===== src/rtl/elevator_pkg.sv =====
// ----------------------------------------------------------------------------
// elevator_pkg
// Shared definitions for the elevator controller front end.
//   N_FLOORS_DEFAULT        : default number of floors (call vector width)
//   DEBOUNCE_CYCLES_DEFAULT : default debounce window in clock cycles
//   call_kind_t             : identifies the source of a call (car, hall up, hall down)
// ----------------------------------------------------------------------------
package elevator_pkg;

   localparam int unsigned N_FLOORS_DEFAULT        = 10;
   localparam int unsigned DEBOUNCE_CYCLES_DEFAULT = 4;

   typedef enum logic [1:0] {
      CAR  = 2'd0,
      UP   = 2'd1,
      DOWN = 2'd2
   } call_kind_t;

endpackage : elevator_pkg


===== src/rtl/debounce_channel.sv =====
// ----------------------------------------------------------------------------
// debounce_channel
// One call input: 2-flop synchroniser, debounce counter, rising-edge pulse.
// Ports:
//   clock      in  system clock
//   reset      in  asynchronous active-low reset
//   raw        in  raw asynchronous button level
//   pulse      out registered one-cycle pulse on an accepted 0->1 change
//   pulse_next out next-state value of pulse (lets the parent register an OR
//                  that lines up with pulse in the same cycle)
// ----------------------------------------------------------------------------
module debounce_channel
   import elevator_pkg::*;
#(
   parameter int unsigned DEBOUNCE_CYCLES = DEBOUNCE_CYCLES_DEFAULT
) (
   input  logic clock,
   input  logic reset,
   input  logic raw,
   output logic pulse,
   output logic pulse_next
);

   localparam int unsigned CW = $clog2(DEBOUNCE_CYCLES + 1);
   localparam logic [CW-1:0] CNT_LAST = CW'(DEBOUNCE_CYCLES - 1);

   logic          r_sync1;
   logic          r_sync2;
   logic          r_deb;
   logic [CW-1:0] r_cnt;
   logic          r_pulse;

   logic          w_differs;
   logic          w_accept;
   logic          w_deb_next;
   logic [CW-1:0] w_cnt_next;
   logic          w_pulse_next;

   assign w_differs = (r_sync2 != r_deb);
   assign w_accept  = w_differs && (r_cnt == CNT_LAST);

   // Counter restarts on any bounce back to the accepted level.
   always_comb begin
      w_deb_next = r_deb;
      w_cnt_next = '0;
      if (w_accept) begin
         w_deb_next = r_sync2;
         w_cnt_next = '0;
      end else if (w_differs) begin
         w_cnt_next = r_cnt + 1'b1;
      end
   end

   // Only the 0->1 acceptance produces a pulse; releases are silent.
   assign w_pulse_next = w_accept & r_sync2;

   always_ff @(posedge clock or negedge reset) begin
      if (!reset) begin
         r_sync1 <= 1'b0;
         r_sync2 <= 1'b0;
         r_deb   <= 1'b0;
         r_cnt   <= '0;
         r_pulse <= 1'b0;
      end else begin
         r_sync1 <= raw;
         r_sync2 <= r_sync1;
         r_deb   <= w_deb_next;
         r_cnt   <= w_cnt_next;
         r_pulse <= w_pulse_next;
      end
   end

   assign pulse      = r_pulse;
   assign pulse_next = w_pulse_next;

endmodule : debounce_channel


===== src/rtl/call_input_conditioner.sv =====
// ----------------------------------------------------------------------------
// call_input_conditioner
// Turns raw car/hall call buttons into clean single-cycle press pulses.
// Hall up at the top floor and hall down at the bottom floor cannot exist and
// are tied low.
// Ports:
//   clock         in  system clock
//   reset         in  asynchronous active-low reset
//   buttons       in  [N_FLOORS] raw car-panel buttons
//   ups           in  [N_FLOORS] raw hall up calls
//   downs         in  [N_FLOORS] raw hall down calls
//   button_pulse  out [N_FLOORS] car-button press pulses
//   up_pulse      out [N_FLOORS] up-call press pulses (top bit always 0)
//   down_pulse    out [N_FLOORS] down-call press pulses (bit 0 always 0)
//   any_pulse     out OR of all pulse bits, aligned with them
// ----------------------------------------------------------------------------
module call_input_conditioner
   import elevator_pkg::*;
#(
   parameter int unsigned N_FLOORS        = N_FLOORS_DEFAULT,
   parameter int unsigned DEBOUNCE_CYCLES = DEBOUNCE_CYCLES_DEFAULT
) (
   input  logic                clock,
   input  logic                reset,
   input  logic [N_FLOORS-1:0] buttons,
   input  logic [N_FLOORS-1:0] ups,
   input  logic [N_FLOORS-1:0] downs,
   output logic [N_FLOORS-1:0] button_pulse,
   output logic [N_FLOORS-1:0] up_pulse,
   output logic [N_FLOORS-1:0] down_pulse,
   output logic                any_pulse
);

   logic [N_FLOORS-1:0] w_btn_next;
   logic [N_FLOORS-1:0] w_up_next;
   logic [N_FLOORS-1:0] w_dn_next;
   logic                r_any_pulse;
   logic                w_unused_masked;

   // Masked inputs are physically impossible calls; deliberately ignored.
   assign w_unused_masked = ^{ups[N_FLOORS-1], downs[0]};

   for (genvar g = 0; g < N_FLOORS; g++) begin : g_floor
      debounce_channel #(
         .DEBOUNCE_CYCLES (DEBOUNCE_CYCLES)
      ) u_car (
         .clock      (clock),
         .reset      (reset),
         .raw        (buttons[g]),
         .pulse      (button_pulse[g]),
         .pulse_next (w_btn_next[g])
      );

      if (g < N_FLOORS - 1) begin : g_up
         debounce_channel #(
            .DEBOUNCE_CYCLES (DEBOUNCE_CYCLES)
         ) u_up (
            .clock      (clock),
            .reset      (reset),
            .raw        (ups[g]),
            .pulse      (up_pulse[g]),
            .pulse_next (w_up_next[g])
         );
      end else begin : g_up_masked
         assign up_pulse[g]  = 1'b0;
         assign w_up_next[g] = 1'b0;
      end

      if (g > 0) begin : g_dn
         debounce_channel #(
            .DEBOUNCE_CYCLES (DEBOUNCE_CYCLES)
         ) u_dn (
            .clock      (clock),
            .reset      (reset),
            .raw        (downs[g]),
            .pulse      (down_pulse[g]),
            .pulse_next (w_dn_next[g])
         );
      end else begin : g_dn_masked
         assign down_pulse[g] = 1'b0;
         assign w_dn_next[g]  = 1'b0;
      end
   end

   // Registered from next-state pulses so it is high in the same cycle as them.
   always_ff @(posedge clock or negedge reset) begin
      if (!reset) begin
         r_any_pulse <= 1'b0;
      end else begin
         r_any_pulse <= |{w_btn_next, w_up_next, w_dn_next};
      end
   end

   assign any_pulse = r_any_pulse;

endmodule : call_input_conditioner


===== config.mk =====
export PLATFORM = sky130hd
export DESIGN_NAME = call_input_conditioner
export DESIGN_NICKNAME = d
export VERILOG_FILES = /design/src/rtl/elevator_pkg.sv /design/src/rtl/debounce_channel.sv /design/src/rtl/call_input_conditioner.sv
export SDC_FILE = /design/constraint.sdc
export NUM_CORES = 1
export LEC_CHECK = 0
export CAP_MARGIN = 20
export CORE_UTILIZATION = 57
export DETAILED_ROUTE_END_ITERATION = 6
export MAX_ROUTING_LAYER = met4
export PLACE_DENSITY_LB_ADDON = 0.25
export SLEW_MARGIN = 15
export SYNTH_ARGS = -nofsm -noshare
export SYNTH_HDL_FRONTEND = slang
export SYNTH_SLANG_ARGS = --single-unit

===== constraint.sdc =====
create_clock -name clock -period 2.1 [get_ports clock]
set_clock_uncertainty 0.15 [all_clocks]
set_input_delay 0.63 -clock clock [delete_from_list [all_inputs] [get_ports clock]]
set_output_delay 0.63 -clock clock [all_outputs]
set_load 0.02 [all_outputs]

Yosys cells after proc, flatten, opt, wreduce, memory -nomap -nowiden
Cells that the tools add are included.
Storage, ports and cells
  word-level logic and storage cells: 338
  output and inout bits: 31
  input port bits: 32
  register bits: 197
Cells by class
  reductions and logical operators: 29
  equality and inequality tests: 56
  bitwise logic cells: 28
  multiplexer cells: 56
  $add $sub $neg: 28
Operators by type and width (count)
  $mux W3: 56
  $add A3 B1 Y3 const B: 28
  $eq A3 B2 Y1 const B: 28
  $and A1 B1 Y1: 28
  $logic_and A1 B1 Y1: 28
  $ne A1 B1 Y1: 28
  $reduce_or A28 Y1: 1

Depth between registers and ports, before layout
  depth in word-level cells: 4
  mapped depth: 6
  gate-level depth less buffers: 6

Cells and area by module
Synthesis repeated with hierarchy kept, for this count alone.
Unflattened totals
  cell total of the unflattened synthesis: 517
  area total of the unflattened synthesis: 7144.4 um^2
By module, submodules not included
  debounce_channel: area each 251.5 um^2, cells an instance 18, times used 28, sequential area each 175.2 um^2
  call_input_conditioner: area each 102.6 um^2, cells an instance 13, times used 1, sequential area each 25.0 um^2

Least setup slack after synthesis
Ideal clock, no wire load.
  path type: register to register
  start: reg g_floor[7].u_car.r_cnt[0]
  end: reg r_any_pulse (netlist: any_pulse)
  library setup time: 140 ps
  path slack: 451 ps
  cell stages (with the launch flop): 7
  period minus slack after synthesis: 1649 ps
  arrival time: 1360 ps
  required time: 1810 ps
  path buffers: 0
  cell sequence: dfrtp_1 ha_1 ha_1 and3b_1 nand4b_4 nor4b_2 nand4_1
On the way
  cells in the longest elaborated chain, start to end: 4
RTL lines
  from (decl): line debounce_channel.sv:30  | logic [CW-1:0] r_cnt;
  from (signal assigned): line debounce_channel.sv:68  | r_cnt <= w_cnt_next;
  $eq A3 B2 Y1: line debounce_channel.sv:40  | assign w_accept = w_differs && (r_cnt == CNT_LAST);
  $logic_and A1 B1 Y1: line debounce_channel.sv:40
  $and A1 B1 Y1: line debounce_channel.sv:55  | assign w_pulse_next = w_accept & r_sync2;
  via g_floor[7].u_car.pulse_next: line debounce_channel.sv:21  | output logic pulse_next
  $reduce_or A28 Y1: line call_input_conditioner.sv:90  | r_any_pulse <= |{w_btn_next, w_up_next, w_dn_next};
  to (signal assigned): line call_input_conditioner.sv:90
  to (decl): line call_input_conditioner.sv:37  | logic r_any_pulse;
The timed path passes the listed nets, and every way through them passes these cells.
A chain may end at the register's enable or synchronous reset.

Final worst setup path
Same ends and word-level chain as after synthesis.

==> metrics.csv <==
metric;value;unit
status;complete, no violations;
start_util;58.7;%
ys_warn_count;0;
final.period_utilization;91.1;%
dr.pass1.iters;6;
path_cells;ha_1 > ha_1 > and3b_1 > nand4b_4 > nor4b_2 > nand4_1;
post-synth-top-area-cell;dfrtp_1;
place_area;8120;um^2
core_area;12700;um^2
powerDensity;1230;nW/um^2
cts.reportedPaths.clkPinSlew;60;ps
clk_latency;420;ps
wl;9.97;mm
synth_top_area_share;66.0;%
path_max_fanout;3;
grt_max_degree;58;
syn_avg_cell_area;12.6;um^2
crit_type;flop to flop;
antenna_cells;0;
end_kind;flop;
setup_slack;187;ps
port_buffers;58;
grt_pass1_wl;17.3;mm
cap_violations;0;
syn_inst;594;
root_buffer;clkbuf_16;
crit_path_start_kind;flop;
clock-sinks;197;
ant_nets;0;
cts_buffers;17;
vias_per_cell;4.62;
fmax;0.523;GHz
met1_usage;21.0;%
setup-violations-final;0;
ys_ff_latch;197;
seq_area_frac_synth;66.0;%
rsz0062_at_grt;false;
slowest_delay;380;ps
required;2240;ps
nets;735;
groute.usage.overall;18.0;%
cts_max_level;4;
synth_area;7470;um^2
io_pins;63;
irDropWorstVdd;680;uV
crit_arrival;2050;ps
drtIter0Drc;178;
multi_input_area;2010;um^2
finalHoldViolCount;0;
hold_path_class;flop to flop;
fin_crit;1910;ps
grt-ovfl-total;0;
ys.flop_type;dfrtp_1;
gp_congestion;0.711;
cp_common_cell;ha_1;
syn_to_final_growth;16.0;%
hpwl;6.87;mm
crit_buf_inv;0;
cp_slowest_cell;dfrtp_1;
synth_cell_types;23;
whs;197;ps
dieArea;13600;um^2
use_met2;29.0;%
die_w;116;um
synth_common_cells;dfrtp_1 (197), nor2_1 (98), inv_1 (84), ha_1 (56), buf_4 (30);
grt_pass1_vias;3849;
die_h;116;um
grt-busiest-layer;met2;
synth.area.top_cells;dfrtp_1 (66%), ha_1 (9.4%), nor2_1 (4.9%);
fin_tns_setup;0;ps
place_ws;64.7;ps
dr_total_vias;3833;
post_drt_wl_per_cell;12.0;um
synth_edf_count;0;
synthArstFlopShare;100;%
fillCellCount;921;
fin_area;8670;um^2
row_count;41;
drc;0;
p_leak;4.56;nW
synth_most_common_cell;dfrtp_1;
met3_usage;5.14;%
rrSetupSlack;190;ps
drive_above_1_share;5.62;%
seq_area;4930;um^2
post_cts_buffers;0;
cts_buffer_depth;2;
cts_tree;yes;
critPathTopFamily;simple AND/OR/NAND/NOR gates;
antenna_found_initial;0;
maxSlewViolCount;0;
worst paths after layout:
kind / startpoint / endpoint / depth (start not counted)
worst max-delay path: g_floor[7].u_car.r_cnt[0] / any_pulse / 6
min in group asynchronous: reset / g_floor[5].g_up.u_up.r_cnt[2] / 2
worst min-delay path: g_floor[7].g_up.u_up.r_sync1 / g_floor[7].g_up.u_up.r_sync2 / 0
worst max register to register: g_floor[7].u_car.r_cnt[0] / any_pulse / 6
max in group asynchronous: reset / g_floor[2].g_dn.u_dn.r_deb / 3
worst min register to register: g_floor[7].g_up.u_up.r_sync1 / g_floor[7].g_up.u_up.r_sync2 / 0
cell families after synthesis:
group	Yosys count	share of synthesized area, %
other cells	1	0.0502
flops	197	66.0
compound gates	22	1.59
xor+xnor	28	3.28
fa+ha+maj	56	9.38
mux	9	1.36
buf+inv	114	7.23
simple gates	167	11.1
sequential cells by signal (all words and copies together), names as in the netlist, 10 cells and up:
| signal | cells |
|---|---|
| g_floor.g_up.u_up.r_cnt | 27 |
| g_floor.u_car.r_sync2 | 10 |
| g_floor.u_car.pulse | 10 |
| g_floor.u_car.r_cnt | 30 |
| g_floor.g_dn.u_dn.r_cnt | 27 |
| g_floor.u_car.r_sync1 | 10 |
| g_floor.u_car.r_deb | 10 |
worst register-to-register path, delay by kind of cell (launching register included):
kind | cells | cell delay, ps
adders and majority gates | 2 | 410
DFF | 1 | 380
and+or+nand+nor | 4 | 840
stage by stage:
stage	util (%)	power, mW	std cells
after floorplan	-	6.98	595
after global placement	63.8	7.43	799
after detailed placement	63.8	7.69	799
after CTS	68.1	10.8	830
after global routing	68.1	11.5	830
final	68.1	10.7	830
cell type report:
class / count / share of cell area [%]
clock buffer: 26 / 5.76
clock inverter: 4 / 0.809
inverter: 84 / 3.64
multi-input combinational: 284 / 23.2
sequential: 197 / 56.9
tap: 172 / 2.48
timing repair buffer: 63 / 7.22
routing by layer:
layer	vias up	part of all wire (%)	routed length, um
met5	-	0	0
met4	0	1.6	162
met3	12	3.7	372
met2	50	51	5040
met1	1847	44	4400
li1	1924	-	-
what timing repair did:
| item | in CTS | in global routing |
|---|---|---|
| setup endpoints to repair | 29 | 1 |
| gates resized for setup | 29 | 1 |
| hold endpoints to repair | 27 | 0 |
| hold buffers | 1 | 0 |
power breakdown:
| group | internal (mW) | total, mW | switching (mW) |
|---|---|---|---|
| registers | 4.73 | 5.23 | 0.507 |
| logic | 1.05 | 2.34 | 1.28 |
| clock network | 1.87 | 3.11 | 1.24 |
cells in the final DEF, fill, tap and decap left out, drive strengths merged:
cell type and count:
and3b 7, buf 4, bufinv 2, clkbuf 27, clkdlybuf4s50 28, clkinv 2
conb 2, dfrtp 197, dlygate4sd2 29, dlygate4sd3 1, ha 56, inv 84
mux2 9, nand2 19, nand2b 28, nand3b 9, nand4 1, nand4b 1
nor2 98, nor4 2, nor4b 2, o2111ai 2, o21ai 19, o22ai 1
xor2 28
Note: power is estimated with default switching activity, not from simulation.
